===== src/rtl/mc_ctrl_pkg.sv =====
`default_nettype none
// ============================================================================
//  Module   : mc_ctrl_pkg
//  Purpose  : Shared definitions for the multicycle RISC-V control unit:
//             FSM state encodings, major opcodes, ALU operation codes,
//             immediate-format select codes and the ALU-op class used
//             between the FSM and the ALU decoder.
//  Ports    : none (package)
//  Revision : 1.0 - initial release
// ============================================================================
package mc_ctrl_pkg;

   // FSM states. The encoding is exposed on state_o, so keep it stable.
   // S_JALR / S_JALRLINK are only reachable when JALR_EN is defined.
   typedef enum logic [3:0] {
      S_FETCH    = 4'd0,
      S_DECODE   = 4'd1,
      S_MEMADR   = 4'd2,
      S_MEMREAD  = 4'd3,
      S_MEMWB    = 4'd4,
      S_MEMWRITE = 4'd5,
      S_EXECR    = 4'd6,
      S_EXECI    = 4'd7,
      S_ALUWB    = 4'd8,
      S_BRANCH   = 4'd9,
      S_JAL      = 4'd10,
      S_LUI      = 4'd11,
      S_ILLEGAL  = 4'd12,
      S_JALR     = 4'd13,
      S_JALRLINK = 4'd14
   } state_t;

   // Operation class handed from the FSM to the ALU decoder.
   typedef enum logic [1:0] {
      ALUOP_ADD   = 2'b00,
      ALUOP_SUB   = 2'b01,
      ALUOP_FUNCT = 2'b10
   } aluop_t;

   // Major opcodes (instr[6:0]).
   localparam logic [6:0] c_op_load   = 7'b0000011;
   localparam logic [6:0] c_op_store  = 7'b0100011;
   localparam logic [6:0] c_op_rtype  = 7'b0110011;
   localparam logic [6:0] c_op_itype  = 7'b0010011;
   localparam logic [6:0] c_op_branch = 7'b1100011;
   localparam logic [6:0] c_op_jal    = 7'b1101111;
   localparam logic [6:0] c_op_lui    = 7'b0110111;
   localparam logic [6:0] c_op_jalr   = 7'b1100111;

   // ALU operation codes (low 4 bits of alucontrol).
   localparam logic [3:0] c_alu_add  = 4'd0;
   localparam logic [3:0] c_alu_sub  = 4'd1;
   localparam logic [3:0] c_alu_and  = 4'd2;
   localparam logic [3:0] c_alu_or   = 4'd3;
   localparam logic [3:0] c_alu_xor  = 4'd4;
   localparam logic [3:0] c_alu_slt  = 4'd5;
   localparam logic [3:0] c_alu_sltu = 4'd6;
   localparam logic [3:0] c_alu_sll  = 4'd7;
   localparam logic [3:0] c_alu_srl  = 4'd8;
   localparam logic [3:0] c_alu_sra  = 4'd9;

   // Immediate format select codes.
   localparam logic [2:0] c_imm_i = 3'b000;
   localparam logic [2:0] c_imm_s = 3'b001;
   localparam logic [2:0] c_imm_b = 3'b010;
   localparam logic [2:0] c_imm_j = 3'b011;
   localparam logic [2:0] c_imm_u = 3'b100;

   // Immediate format depends only on the opcode; unknown opcodes fall back
   // to the I format, which is harmless because they never write anything.
   function automatic logic [2:0] imm_sel(input logic [6:0] op);
      logic [2:0] sel;
      sel = c_imm_i;
      case (op)
         c_op_store:  sel = c_imm_s;
         c_op_branch: sel = c_imm_b;
         c_op_jal:    sel = c_imm_j;
         c_op_lui:    sel = c_imm_u;
         default:     sel = c_imm_i;
      endcase
      return sel;
   endfunction

endpackage : mc_ctrl_pkg
`default_nettype wire


===== src/rtl/mc_alu_decoder.sv =====
`default_nettype none
// ============================================================================
//  Module   : mc_alu_decoder
//  Purpose  : Combinational ALU operation decode. Forced ADD/SUB for address,
//             PC and compare work; otherwise decoded from funct3/funct7[5].
//  Ports    : aluop      in  2  operation class from the FSM
//             funct3     in  3  instr[14:12]
//             funct7b5   in  1  instr[30]
//             opb5       in  1  instr[5] (1 = R-type, 0 = I-type)
//             alucontrol out 4  ALU operation code
//  Revision : 1.0 - initial release
// ============================================================================
module mc_alu_decoder
   import mc_ctrl_pkg::*;
(
   input  aluop_t       aluop,
   input  logic [2:0]   funct3,
   input  logic         funct7b5,
   input  logic         opb5,
   output logic [3:0]   alucontrol
);

   always_comb begin
      alucontrol = c_alu_add;
      case (aluop)
         ALUOP_ADD: alucontrol = c_alu_add;
         ALUOP_SUB: alucontrol = c_alu_sub;
         default: begin
            case (funct3)
               // funct7[5] only means SUB for register-register forms;
               // for addi it is just an immediate bit.
               3'b000:  alucontrol = (opb5 && funct7b5) ? c_alu_sub : c_alu_add;
               3'b001:  alucontrol = c_alu_sll;
               3'b010:  alucontrol = c_alu_slt;
               3'b011:  alucontrol = c_alu_sltu;
               3'b100:  alucontrol = c_alu_xor;
               // srai carries funct7[5] in the immediate, so no opb5 gate.
               3'b101:  alucontrol = funct7b5 ? c_alu_sra : c_alu_srl;
               3'b110:  alucontrol = c_alu_or;
               default: alucontrol = c_alu_and;
            endcase
         end
      endcase
   end

endmodule : mc_alu_decoder
`default_nettype wire


===== src/rtl/multicycle_control.sv =====
`default_nettype none
// ============================================================================
//  Module   : multicycle_control
//  Purpose  : Moore-style control FSM for a multicycle RV32I datapath.
//             Optional JALR support is enabled by defining JALR_EN.
//  Params   : MEM_WAIT  1 = memory states wait on mem_ready, 0 = ignore it
//             ALUCTRL_W width of alucontrol (>= 4, zero-extended)
//  Ports    : clk, reset          clock / synchronous active-high reset
//             instr[31:0]         instruction register
//             zero, lt, ltu       ALU compare flags
//             mem_ready           memory access completes this cycle
//             pcwrite, adrsrc, memwrite, irwrite, regwrite   datapath strobes
//             resultsrc, alusrca, alusrcb, immsrc            mux selects
//             alucontrol          ALU operation code
//             illegal_instr       sticky illegal-opcode flag
//             state_o             current FSM state (debug)
//  Revision : 1.0 - initial release
// ============================================================================
module multicycle_control
   import mc_ctrl_pkg::*;
#(
   parameter int MEM_WAIT  = 1,
   parameter int ALUCTRL_W = 4
)(
   input  logic                 clk,
   input  logic                 reset,
   input  logic [31:0]          instr,
   input  logic                 zero,
   input  logic                 lt,
   input  logic                 ltu,
   input  logic                 mem_ready,
   output logic                 pcwrite,
   output logic                 adrsrc,
   output logic                 memwrite,
   output logic                 irwrite,
   output logic                 regwrite,
   output logic [1:0]           resultsrc,
   output logic [1:0]           alusrca,
   output logic [1:0]           alusrcb,
   output logic [2:0]           immsrc,
   output logic [ALUCTRL_W-1:0] alucontrol,
   output logic                 illegal_instr,
   output logic [3:0]           state_o
);

   state_t      r_state;
   state_t      w_next;
   logic        r_illegal;

   logic [6:0]  w_opcode;
   logic [2:0]  w_funct3;
   logic        w_ready;
   logic        w_taken;
   aluop_t      w_aluop;
   logic [3:0]  w_alu;

   logic        w_pcwrite;
   logic        w_adrsrc;
   logic        w_memwrite;
   logic        w_irwrite;
   logic        w_regwrite;
   logic [1:0]  w_resultsrc;
   logic [1:0]  w_alusrca;
   logic [1:0]  w_alusrcb;

   // Register fields are decoded by the datapath, not here.
   logic        w_unused;
   assign w_unused = &{1'b0, instr[31], instr[29:15], instr[11:7]};

   assign w_opcode = instr[6:0];
   assign w_funct3 = instr[14:12];
   assign w_ready  = (MEM_WAIT == 0) ? 1'b1 : mem_ready;

   // Branch condition; funct3 010/011 are not branches and never take.
   always_comb begin
      w_taken = 1'b0;
      case (w_funct3)
         3'b000:  w_taken = zero;
         3'b001:  w_taken = ~zero;
         3'b100:  w_taken = lt;
         3'b101:  w_taken = ~lt;
         3'b110:  w_taken = ltu;
         3'b111:  w_taken = ~ltu;
         default: w_taken = 1'b0;
      endcase
   end

   // ------------------------------------------------------------------
   // State register and sticky illegal flag
   // ------------------------------------------------------------------
   always_ff @(posedge clk) begin
      if (reset) begin
         r_state   <= S_FETCH;
         r_illegal <= 1'b0;
      end else begin
         r_state   <= w_next;
         if (w_next == S_ILLEGAL) begin
            r_illegal <= 1'b1;
         end
      end
   end

   // ------------------------------------------------------------------
   // Next-state and per-state controls
   // ------------------------------------------------------------------
   always_comb begin
      w_next      = r_state;
      w_pcwrite   = 1'b0;
      w_adrsrc    = 1'b0;
      w_memwrite  = 1'b0;
      w_irwrite   = 1'b0;
      w_regwrite  = 1'b0;
      w_resultsrc = 2'b00;
      w_alusrca   = 2'b00;
      w_alusrcb   = 2'b00;
      w_aluop     = ALUOP_ADD;

      case (r_state)
         S_FETCH: begin
            // PC + 4 goes straight from the ALU result into the PC.
            w_alusrcb   = 2'b10;
            w_resultsrc = 2'b10;
            if (w_ready) begin
               w_irwrite = 1'b1;
               w_pcwrite = 1'b1;
               w_next    = S_DECODE;
            end
         end
         S_DECODE: begin
            // Precompute OldPC + imm as the branch/JAL target into ALUOut.
            w_alusrca = 2'b01;
            w_alusrcb = 2'b01;
            case (w_opcode)
               c_op_load,
               c_op_store:  w_next = S_MEMADR;
               c_op_rtype:  w_next = S_EXECR;
               c_op_itype:  w_next = S_EXECI;
               c_op_branch: w_next = S_BRANCH;
               c_op_jal:    w_next = S_JAL;
               c_op_lui:    w_next = S_LUI;
`ifdef JALR_EN
               c_op_jalr:   w_next = S_JALR;
`endif
               default:     w_next = S_ILLEGAL;
            endcase
         end
         S_MEMADR: begin
            w_alusrca = 2'b10;
            w_alusrcb = 2'b01;
            w_next    = (w_opcode == c_op_load) ? S_MEMREAD : S_MEMWRITE;
         end
         S_MEMREAD: begin
            w_adrsrc = 1'b1;
            if (w_ready) begin
               w_next = S_MEMWB;
            end
         end
         S_MEMWB: begin
            w_resultsrc = 2'b01;
            w_regwrite  = 1'b1;
            w_next      = S_FETCH;
         end
         S_MEMWRITE: begin
            w_adrsrc   = 1'b1;
            w_memwrite = 1'b1;
            if (w_ready) begin
               w_next = S_FETCH;
            end
         end
         S_EXECR: begin
            w_alusrca = 2'b10;
            w_alusrcb = 2'b00;
            w_aluop   = ALUOP_FUNCT;
            w_next    = S_ALUWB;
         end
         S_EXECI: begin
            w_alusrca = 2'b10;
            w_alusrcb = 2'b01;
            w_aluop   = ALUOP_FUNCT;
            w_next    = S_ALUWB;
         end
         S_ALUWB: begin
            w_regwrite = 1'b1;
            w_next     = S_FETCH;
         end
         S_BRANCH: begin
            // ALUOut still holds the target from DECODE; the SUB only
            // produces the compare flags.
            w_alusrca = 2'b10;
            w_alusrcb = 2'b00;
            w_aluop   = ALUOP_SUB;
            if (w_funct3 == 3'b010 || w_funct3 == 3'b011) begin
               w_next = S_ILLEGAL;
            end else begin
               w_pcwrite = w_taken;
               w_next    = S_FETCH;
            end
         end
         S_JAL: begin
            // PC <= target (ALUOut); ALU forms OldPC + 4 for the link write.
            w_alusrca = 2'b01;
            w_alusrcb = 2'b10;
            w_pcwrite = 1'b1;
            w_next    = S_ALUWB;
         end
         S_LUI: begin
            w_alusrca = 2'b11;
            w_alusrcb = 2'b01;
            w_next    = S_ALUWB;
         end
         S_ILLEGAL: begin
            w_next = S_ILLEGAL;
         end
`ifdef JALR_EN
         S_JALR: begin
            // PC <= rs1 + imm directly from the ALU result.
            w_alusrca   = 2'b10;
            w_alusrcb   = 2'b01;
            w_resultsrc = 2'b10;
            w_pcwrite   = 1'b1;
            w_next      = S_JALRLINK;
         end
         S_JALRLINK: begin
            // ALUOut holds rs1 + imm, so the link value is recomputed here.
            w_alusrca   = 2'b01;
            w_alusrcb   = 2'b10;
            w_resultsrc = 2'b10;
            w_regwrite  = 1'b1;
            w_next      = S_FETCH;
         end
`endif
         default: begin
            w_next = S_FETCH;
         end
      endcase
   end

   mc_alu_decoder u_alu_dec (
      .aluop      (w_aluop),
      .funct3     (w_funct3),
      .funct7b5   (instr[30]),
      .opb5       (instr[5]),
      .alucontrol (w_alu)
   );

   generate
      if (ALUCTRL_W > 4) begin : g_alu_ext
         assign alucontrol = {{(ALUCTRL_W-4){1'b0}}, w_alu};
      end else begin : g_alu_exact
         assign alucontrol = w_alu;
      end
   endgenerate

   // Write enables are forced low while reset is held so an interrupted
   // instruction can never complete a write.
   assign pcwrite       = w_pcwrite  & ~reset;
   assign irwrite       = w_irwrite  & ~reset;
   assign memwrite      = w_memwrite & ~reset;
   assign regwrite      = w_regwrite & ~reset;
   assign adrsrc        = w_adrsrc;
   assign resultsrc     = w_resultsrc;
   assign alusrca       = w_alusrca;
   assign alusrcb       = w_alusrcb;
   assign immsrc        = imm_sel(w_opcode);
   assign illegal_instr = r_illegal;
   assign state_o       = r_state;

endmodule : multicycle_control
`default_nettype wire


===== config.mk =====
export PLATFORM = sky130hd
export DESIGN_NAME = multicycle_control
export DESIGN_NICKNAME = d
export VERILOG_FILES = /design/src/rtl/mc_ctrl_pkg.sv /design/src/rtl/mc_alu_decoder.sv /design/src/rtl/multicycle_control.sv
export SDC_FILE = /design/constraint.sdc
export NUM_CORES = 1
export LEC_CHECK = 0
export BUFFER_PORTS_ARGS = -buffer_cell sky130_fd_sc_hd__buf_2
export CAP_MARGIN = 10
export CORE_ASPECT_RATIO = 0.75
export CORE_MARGIN = 4
export CORE_UTILIZATION = 41
export DETAILED_ROUTE_END_ITERATION = 16
export PLACE_DENSITY = 0.88
export REMOVE_ABC_BUFFERS = 1
export SLEW_MARGIN = 20
export SYNTH_ARGS = -nofsm -noshare
export SYNTH_HDL_FRONTEND = slang
export SYNTH_HIERARCHICAL = 1
export SYNTH_SLANG_ARGS = --single-unit

===== constraint.sdc =====
create_clock -name clk -period 2 [get_ports clk]
set_input_delay 0.1 -clock clk [delete_from_list [all_inputs] [get_ports clk]]
set_output_delay 0.1 -clock clk [all_outputs]
set_load 0.01 [all_outputs]

---- Word-level counts from Yosys, hierarchy flattened ----
Cells that the tools add are included.
cells by class
  reduce and logical (&&, ||, !) cells .... 14
  equal/unequal tests ..................... 28
  mux-type cells .......................... 24
  bitwise logic cells ..................... 8
operators by type and width
  kind                                                                   number
  4-bit one-hot mux with 8 select lines                                  1
  4-bit one-hot mux with 7 select lines                                  1
  4-bit equality test, second input constant                             6
  4-bit one-hot mux with 6 select lines                                  1
  7-bit by 6-bit equality test with 1-bit output, second input constant  3
  4-bit by 3-bit equality test with 1-bit output, second input constant  4
  4-bit two-way mux                                                      4
  7-bit equality test, second input constant                             2
  3-bit equality test, second input constant                             4
  2-bit one-hot mux with 2 select lines                                  3
  3-bit one-hot mux with 4 select lines                                  1
  2-bit OR reduction                                                     6
  4-bit OR reduction                                                     3
  4-bit by 2-bit equality test with 1-bit output, second input constant  2
  1-bit two-way mux                                                      8
  4-bit one-hot mux with 2 select lines                                  1
  7-bit by 2-bit equality test with 1-bit output, second input constant  1
  7-bit by 5-bit equality test with 1-bit output, second input constant  1
  3-bit by 2-bit equality test with 1-bit output, second input constant  2
  1-bit one-hot mux with 6 select lines                                  1
  2-bit one-hot mux with 3 select lines                                  1
  1-bit bitwise AND                                                      4
  4-bit by 1-bit equality test with 1-bit output, second input constant  1
  4-bit logical NOT                                                      1
  9 further kinds                                                        12
storage, ports and cells
  word-level logic and storage cells ...... 76
  input port bits ......................... 38
  output and inout port bits .............. 23
  register bits ........................... 5

---- Longest topological paths before layout ----
Gate-level depths: netlist of the first run.
  depth after elaboration ................. 5
  depth in mapped cells ................... 6
  depth with buffers taken out ............ 5

---- By module ----
Netlist of the first run, hierarchy kept.
by module, submodules not included
  module              sequential area each (µm²)  area each (µm²)  instances  cells each
  multicycle_control  100.1                       767.0            1          111
  mc_alu_decoder      0.0                         82.6             1          13

---- Least setup slack after synthesis of the first run ----
OpenSTA, ideal clock, no wires.
  path kind ............................... register to register
  start ................................... reg r_state[1], in the netlist state_o[1]
  end ..................................... reg r_illegal, in the netlist illegal_instr
  setup time .............................. 0.073 ns
  period minus slack after synthesis ...... 1.667 ns
  path buffers ............................ 1
  cell stages (with the launch flop) ...... 7
  required time ........................... 1.927 ns
  setup slack ............................. 0.333 ns
  arrival ................................. 1.594 ns
  path through ............................ dfxtp_1 -> buf_2 -> nor4b_4 -> o31ai_1 -> and4b_1 -> or4_4 -> o22ai_2
between the ends
  cells in the longest elaborated chain, start to end .. 4
ends and longest elaborated chain
  item                                                                                          line                       text
  start, declared                                                                               multicycle_control.sv:46   state_t r_state;
  start signal, assigned                                                                        multicycle_control.sv:96   r_state <= w_next;
  4-bit equality test / 4-bit by 3-bit equality test with 1-bit output (equally long branches)  multicycle_control.sv:118  case (r_state)
  4-bit OR reduction (no source line)                                                           --
  4-bit one-hot mux with 8 select lines *                                                       multicycle_control.sv:118
  4-bit equality test *                                                                         multicycle_control.sv:97   if (w_next == S_ILLEGAL) begin
  end signal, assigned                                                                          multicycle_control.sv:94   r_illegal <= 1'b0;
  end signal, assigned                                                                          multicycle_control.sv:98   r_illegal <= 1'b1;
  end, declared                                                                                 multicycle_control.sv:48   logic r_illegal;
Every way passes the cells marked *; elsewhere a longest branch is shown, timed or not.
A chain may end at the register's enable or synchronous reset.

---- Worst setup path after layout of the first run ----
  start ................................... reg r_state[2], in the netlist state_o[2]
  end ..................................... reg r_illegal, in the netlist illegal_instr
Same word-level chain as after synthesis.

==> impl_metrics.toml, run 1 <==
[logic_synthesis]
yosysTopAreaCell = "dfxtp_1"
syn_inst = 124
yosysTopAreaCellShare_pct = 11.8
ys_types = 47
synthArstFlopShare_pct = 0
seq_area_frac_synth_pct = 11.8
syn_avg_cell_area_sq_um = 6.85
yosysWarnings = 6
synth_edf_count = 0
mappedNetlistArea_sq_um = 850
ys_ff_latch = 5
netlist_top_cells_area = "dfxtp_1 (12%), nor3_1 (5.9%), nor2_1 (5.7%), nand3b_1 (5.3%), a21oi_1 (4.1%)"
ys.flop_type = "dfxtp_1"

[clock_tree]
cts.clk_slew.worst_paths_ns = 0.05
cts_root_buffer = "clkbuf_4"
insertion_delay_ns = 0.25
cts_tree = "built"
cts_buffers = 3
htreeDepth = 1
cts_max_path_buffers = 2
cts_hold_buf = 0
cts_sinks = 5
post_cts_buffers = 0

[die]
num_rows = 13
pin_count = 61
die_h_um = 47.4
start_util_pct = 46.2
dieArea_sq_um = 2870
core_sq_um = 1840
die_w_um = 60.6

[critical_path]
cp-start-kind = "flop"
end_kind = "flop"
worstPathArrival_ns = 2.00
worstSetupPathType = "flop to flop"
r2r-end = "illegal_instr"
crit_path_max_fanout = 13
r2r-start = "state_o[2]"
rr_worst_depth = 5
cp.required_ns = 2.17
crit_path_start = "state_o[2]"
rrSetupSlack_ns = 0.17

[pwr]
power.density_nw_per_um2 = 442
total_leakage_power_nw = 0.496
ir_drop_v = 0.000313

[cells_and_area]
seqCellArea_sq_um = 101
drive_gt1_share_pct = 33.1
nFillCells = 177
layout_commonest_cell = "buf_2"
nNetsFinal = 202
mostFrequentLayoutCells = "buf_2 (39), nor2_1 (13), nor3_1 (10)"
stdcell_count = 185
area_growth_pct = 29.3
multi_input_area_sq_um = 696
diodes = 0

[sta]
max-slew-margin-rel_pct = 67.5
post-route-period-util_pct = 91.5
rsz0062_at_grt = "no"
tns_ns = 0
worst_pin_slew_ns = 0.487
max_clock_freq_mhz = 547
setup_viol = 0
hold_viol_final = 0
post-route-min-period_ns = 1.83
final_max_slew_viol_count = 0
fin_worst_skew_ns = 0.00542

[placed_design]
place.gp.congestion = 0.909
placed_cells = 181
port_buffers = 39
dp_hpwl_mm = 2.06

[status]
status = "finished, final reports clean"

[drt]
drc = 0
dr_total_vias = 1071
wl_per_cell_um = 14.4
antenna_left = 0
firstDrtPassIters = 4
drt-initial-drc-count = 39
routed_wl_mm = 2.66
routed_via_density = 5.79

[grt]
grt_start_max_net_pins = 19
grt_pass1_wl_mm = 3.95
grt_overflow = 0
antenna_found_initial = 0
grt_pass1_vias = 916
grt_usage_pct = 18.3

[flow_run]
drv_cap = 0

[min_path]
hold-path-endpoint = "state_o[1]"
hold_depth = 2
hold_start = "reset"
hold_class = "input port to flop"
==> worst max-delay path, cell delays in order (launching register included) <==
cell     delay [ns]
dfxtp_1        0.45
nor4b_4        0.34
o31ai_1        0.13
and4b_1        0.23
or4_4          0.52
o22ai_2        0.09
==> metal layers <==
layer / GRT usage, % / share of wire, %
met1: 22.5 / 46
met2: 32.0 / 46
met3: 2.43 / 7.2
met4: 8.66 / 0.38
met5: 0 / 0
==> area by class of cell <==
class	count	area share, %
Clock buffer	4	2.39
Sequential cell	5	9.23
Inverter	4	1.37
Timing Repair Buffer	44	21.2
Tap cell	22	2.51
Multi-Input combinational cell	106	63.3
==> cell families (layout without fill, tap and decap cells) <==
kind of cell,after synthesis,in the layout,share of synthesized area [%]
AND/OR/NAND/NOR,68,68,48.7
AO/OA/AOI/OAI,31,31,25.6
buffers and inverters,13,52,6.33
XOR/XNOR,5,5,5.15
flip-flops,5,5,11.8
multiplexers,2,2,2.36
==> power by group <==
| group | switching (W) | total (W) | internal (W) |
|---|---|---|---|
| combinational | 0.000131 | 0.000239 | 0.000107 |
| clock | 0.0000448 | 0.000120 | 0.0000756 |
| sequential | 0.0000197 | 0.000127 | 0.000107 |
| total | 0.000196 | 0.000486 | 0.000290 |
==> through the flow <==
stage,setup WS (ns),instance area [sq um],hold slack [ns],utilization [%],total power (W)
4_1_cts,0.0359,1100,0.139,59.7,0.000491
6_report,0.170,1100,0.165,59.8,0.000486
3_5_place_dp,0.0518,1070,0.410,58.3,0.000365
2_1_floorplan,-0.0123,811,0.178,-,0.000261
3_3_place_gp,0.179,1070,0.389,58.3,0.000353
5_1_grt,0.119,1100,0.172,59.8,0.000520
==> synth_stat cells, types with 3 or more instances <==
library cell / n
a21oi_1: 7
nand2b_1: 4
o21ai_0: 3
xnor2_1: 4
nor2_1: 13
nand3_1: 3
nor2b_1: 5
nand2_1: 9
a211oi_1: 4
inv_1: 4
buf_2: 4
nor3_1: 10
clkbuf_1: 5
nand3b_1: 6
dfxtp_1: 5
==> flip-flops by register name (all words and copies together) (netlist names) <==
name,cells
state_o,4
illegal_instr,1
==> worst max-delay path by stage <==
stage / endpoint / cells past startpoint
6_report: illegal_instr / 5
5_1_grt: illegal_instr / 5
4_1_cts: illegal_instr / 5
3_5_place_dp: illegal_instr / 5
3_3_place_gp: illegal_instr / 5
2_1_floorplan: illegal_instr / 5
==> timing repair <==
item / CTS / global route
gates resized for setup: 0 / 1
hold endpoints to repair: 0 / 0
endpoints found under the setup margin: 0 / 1
No activity file was read; power rests on OpenSTA's default activity.
==> inputs of run 2 (changes only) <==
--- a/config.mk
+++ b/config.mk
@@ -11,10 +11,9 @@
 export CORE_MARGIN = 4
 export CORE_UTILIZATION = 41
 export DETAILED_ROUTE_END_ITERATION = 16
-export PLACE_DENSITY = 0.88
+export PLACE_DENSITY = 0.8
 export REMOVE_ABC_BUFFERS = 1
 export SLEW_MARGIN = 20
 export SYNTH_ARGS = -nofsm -noshare
 export SYNTH_HDL_FRONTEND = slang
-export SYNTH_HIERARCHICAL = 1
 export SYNTH_SLANG_ARGS = --single-unit
==> run 2 against run 1 <==
  * Total power down 10%
  * Utilization down 7.1 points
  * Sequential power down 6%
==> impl_metrics.toml, run 2 <==
[status]
status = "finished, final reports clean"

[clock_tree]
cts_hold_buf = 0
htreeDepth = 1
cts_buffers = 3
insertion_delay_ns = 0.25
cts.clk_slew.worst_paths_ns = 0.05
cts_max_path_buffers = 2
cts_root_buffer = "clkbuf_4"
post_cts_buffers = 0
cts_tree = "built"
cts_sinks = 5

[cells_and_area]
area_growth_pct = 21.4
mostFrequentLayoutCells = "buf_2 (39), nor2_1 (11), nand2_1 (10)"
nFillCells = 209
drive_gt1_share_pct = 35.8
largest_reg_flops = 4
nNetsFinal = 198
diodes = 0
final_area_sq_um = 1070
layout_commonest_cell = "buf_2"

[logic_synthesis]
seq_area_frac_synth_pct = 11.4
yosysTopAreaCellShare_pct = 11.4
synth.most_common_cell = "nor2_1"
yosysWarnings = 0
ys.flop_type = "dfxtp_1"
syn_inst = 125
mappedNetlistArea_sq_um = 881
yosysTopAreaCell = "dfxtp_1"
ys_ff_latch = 5
ys_types = 46
synthArstFlopShare_pct = 0
synth_common_cells = "nor2_1 (11), nand2_1 (10), nor3_1 (8)"
syn_avg_cell_area_sq_um = 7.05
synth_edf_count = 0
netlist_top_cells_area = "dfxtp_1 (11%), buf_6 (5.1%), xnor2_1 (5.0%), nor2_1 (4.7%), nor3_1 (4.5%)"

[critical_path]
crit_path_max_fanout = 16
crit_path_cell_trace = "nor2b_1, nand2_1, nor4_1, buf_2"
max_stage_delay_ns = 0.68
crit_path_top_delay_cell = "dfxtp_1"
worstSetupPathType = "flop to primary output"
path_buf_inv = 1
worstPathArrival_ns = 1.71
end_kind = "primary output"
cp-start-kind = "flop"
critical_path.top_delay_family = "flip-flops"
cp.required_ns = 1.90

[drt]
drc = 0
routed_via_density = 5.78
drt-initial-drc-count = 46
antenna_left = 0
wl_per_cell_um = 14.0
dr_total_vias = 1057
routed_wl_mm = 2.57
firstDrtPassIters = 4

[pwr]
power.density_nw_per_um2 = 408
combPwrFrac_pct = 45.0
p_sw_w = 0.000168
total_leakage_power_nw = 0.470
internal_power_w = 0.000269
clockPowerShare_pct = 27.5
p_sw_share_pct = 38.4
ir_drop_v = 0.000270
seqPwrFrac_pct = 27.5

[sta]
setup_viol = 0
post-route-min-period_ns = 1.81
final_max_slew_viol_count = 0
fin_worst_skew_ns = 0.00631
hold_viol_final = 0
max-slew-margin-rel_pct = 60.8
worst_pin_slew_ns = 0.587
max_clock_freq_mhz = 554
tns_ns = 0
fin_ws_ns = 0.194
post-route-period-util_pct = 90.3
rsz0062_at_grt = "no"

[placed_design]
placed_area_sq_um = 1040
dp_hpwl_mm = 1.99
place_ws_ns = 0.141
place.gp.congestion = 0.988
port_buffers = 39

[grt]
grt_start_max_net_pins = 17
grt_pass1_wl_mm = 3.78
antenna_found_initial = 0
grt_usage_pct = 16.7
grt_pass1_vias = 887
grt_overflow = 0

[die]
num_rows = 14
pin_count = 61
die_h_um = 48.1
dieArea_sq_um = 2960
start_util_pct = 43.3
die_w_um = 61.5
core_sq_um = 2030

[min_path]
hold_class = "input port to flop"

[flow_run]
drv_cap = 0
-- run 2: path summary, 6_finish.rpt --
kind	cells after the start	slack [ns]	from	end
max reg2reg	5	0.28	state_o[1]	state_o[2]
min reg2reg	2	0.60	illegal_instr	illegal_instr
min	2	0.14	reset	state_o[3]
max	4	0.19	state_o[1]	alucontrol[3]
-- run 2: layout make-up --
class	count	area, sq um	share of cell area, %
inverter	3	11.3	1.05
clock buffer	4	26.3	2.46
tap	24	30.0	2.81
timing repair buffer	44	233	21.8
sequential	5	103	9.59
multi-input combinational	103	667	62.3
-- run 2: kinds of logic (layout without fill, tap and decap cells) --
logic type,Yosys count,count (layout),share of synthesized area (%)
multiplexers,3,3,3.41
XOR/XNOR,7,7,6.96
buffers and inverters,17,51,12.9
AO/OA/AOI/OAI,30,30,24.0
flip-flops,5,5,11.4
AND/OR/NAND/NOR,63,63,41.3
-- run 2: power groups by stage --
stage / logic, W / clock network, W / registers, W
finish: 0.000196 / 0.000120 / 0.000120
global route: 0.000217 / 0.000121 / 0.000122
CTS: 0.000195 / 0.000121 / 0.000119
detailed placement: 0.000194 / 0 / 0.000121
global placement: 0.000187 / 0 / 0.000120
floorplan: 0.000100 / 0 / 0.000127
-- run 2: worst reg2reg max path: stages, from the launching register on --
cell and delay, ns:
dfxtp_1 0.68, nand2b_1 0.13, a21oi_1 0.18, o311a_2 0.21
nor2_1 0.06, a2111oi_0 0.35
-- run 2: timing repair --
item	4_1_cts	5_1_grt
endpoints found under the setup margin	0	1
hold endpoints to repair	0	0
resized for setup	0	2
-- run 2: routing by layer --
metal / vias up / GRT usage (%) / part of all wire (%)
met5: - / 0 / 0
li1: 529 / - / -
met1: 486 / 22.4 / 47
met3: 4 / 0.794 / 6.7
met4: 0 / 5.08 / 0.74
met2: 38 / 29.2 / 45
-- run 2: metrics by stage --
| stage | util [%] | power (W) | instances | hold slack [ns] |
|---|---|---|---|---|
| after floorplan | - | 0.000227 | 111 | 0.169 |
| after global placement | 51.2 | 0.000307 | 179 | 0.392 |
| after detailed placement | 51.2 | 0.000316 | 179 | 0.408 |
| after CTS | 52.5 | 0.000435 | 183 | 0.142 |
| after global routing | 52.6 | 0.000459 | 183 | 0.163 |
| final | 52.6 | 0.000437 | 183 | 0.138 |
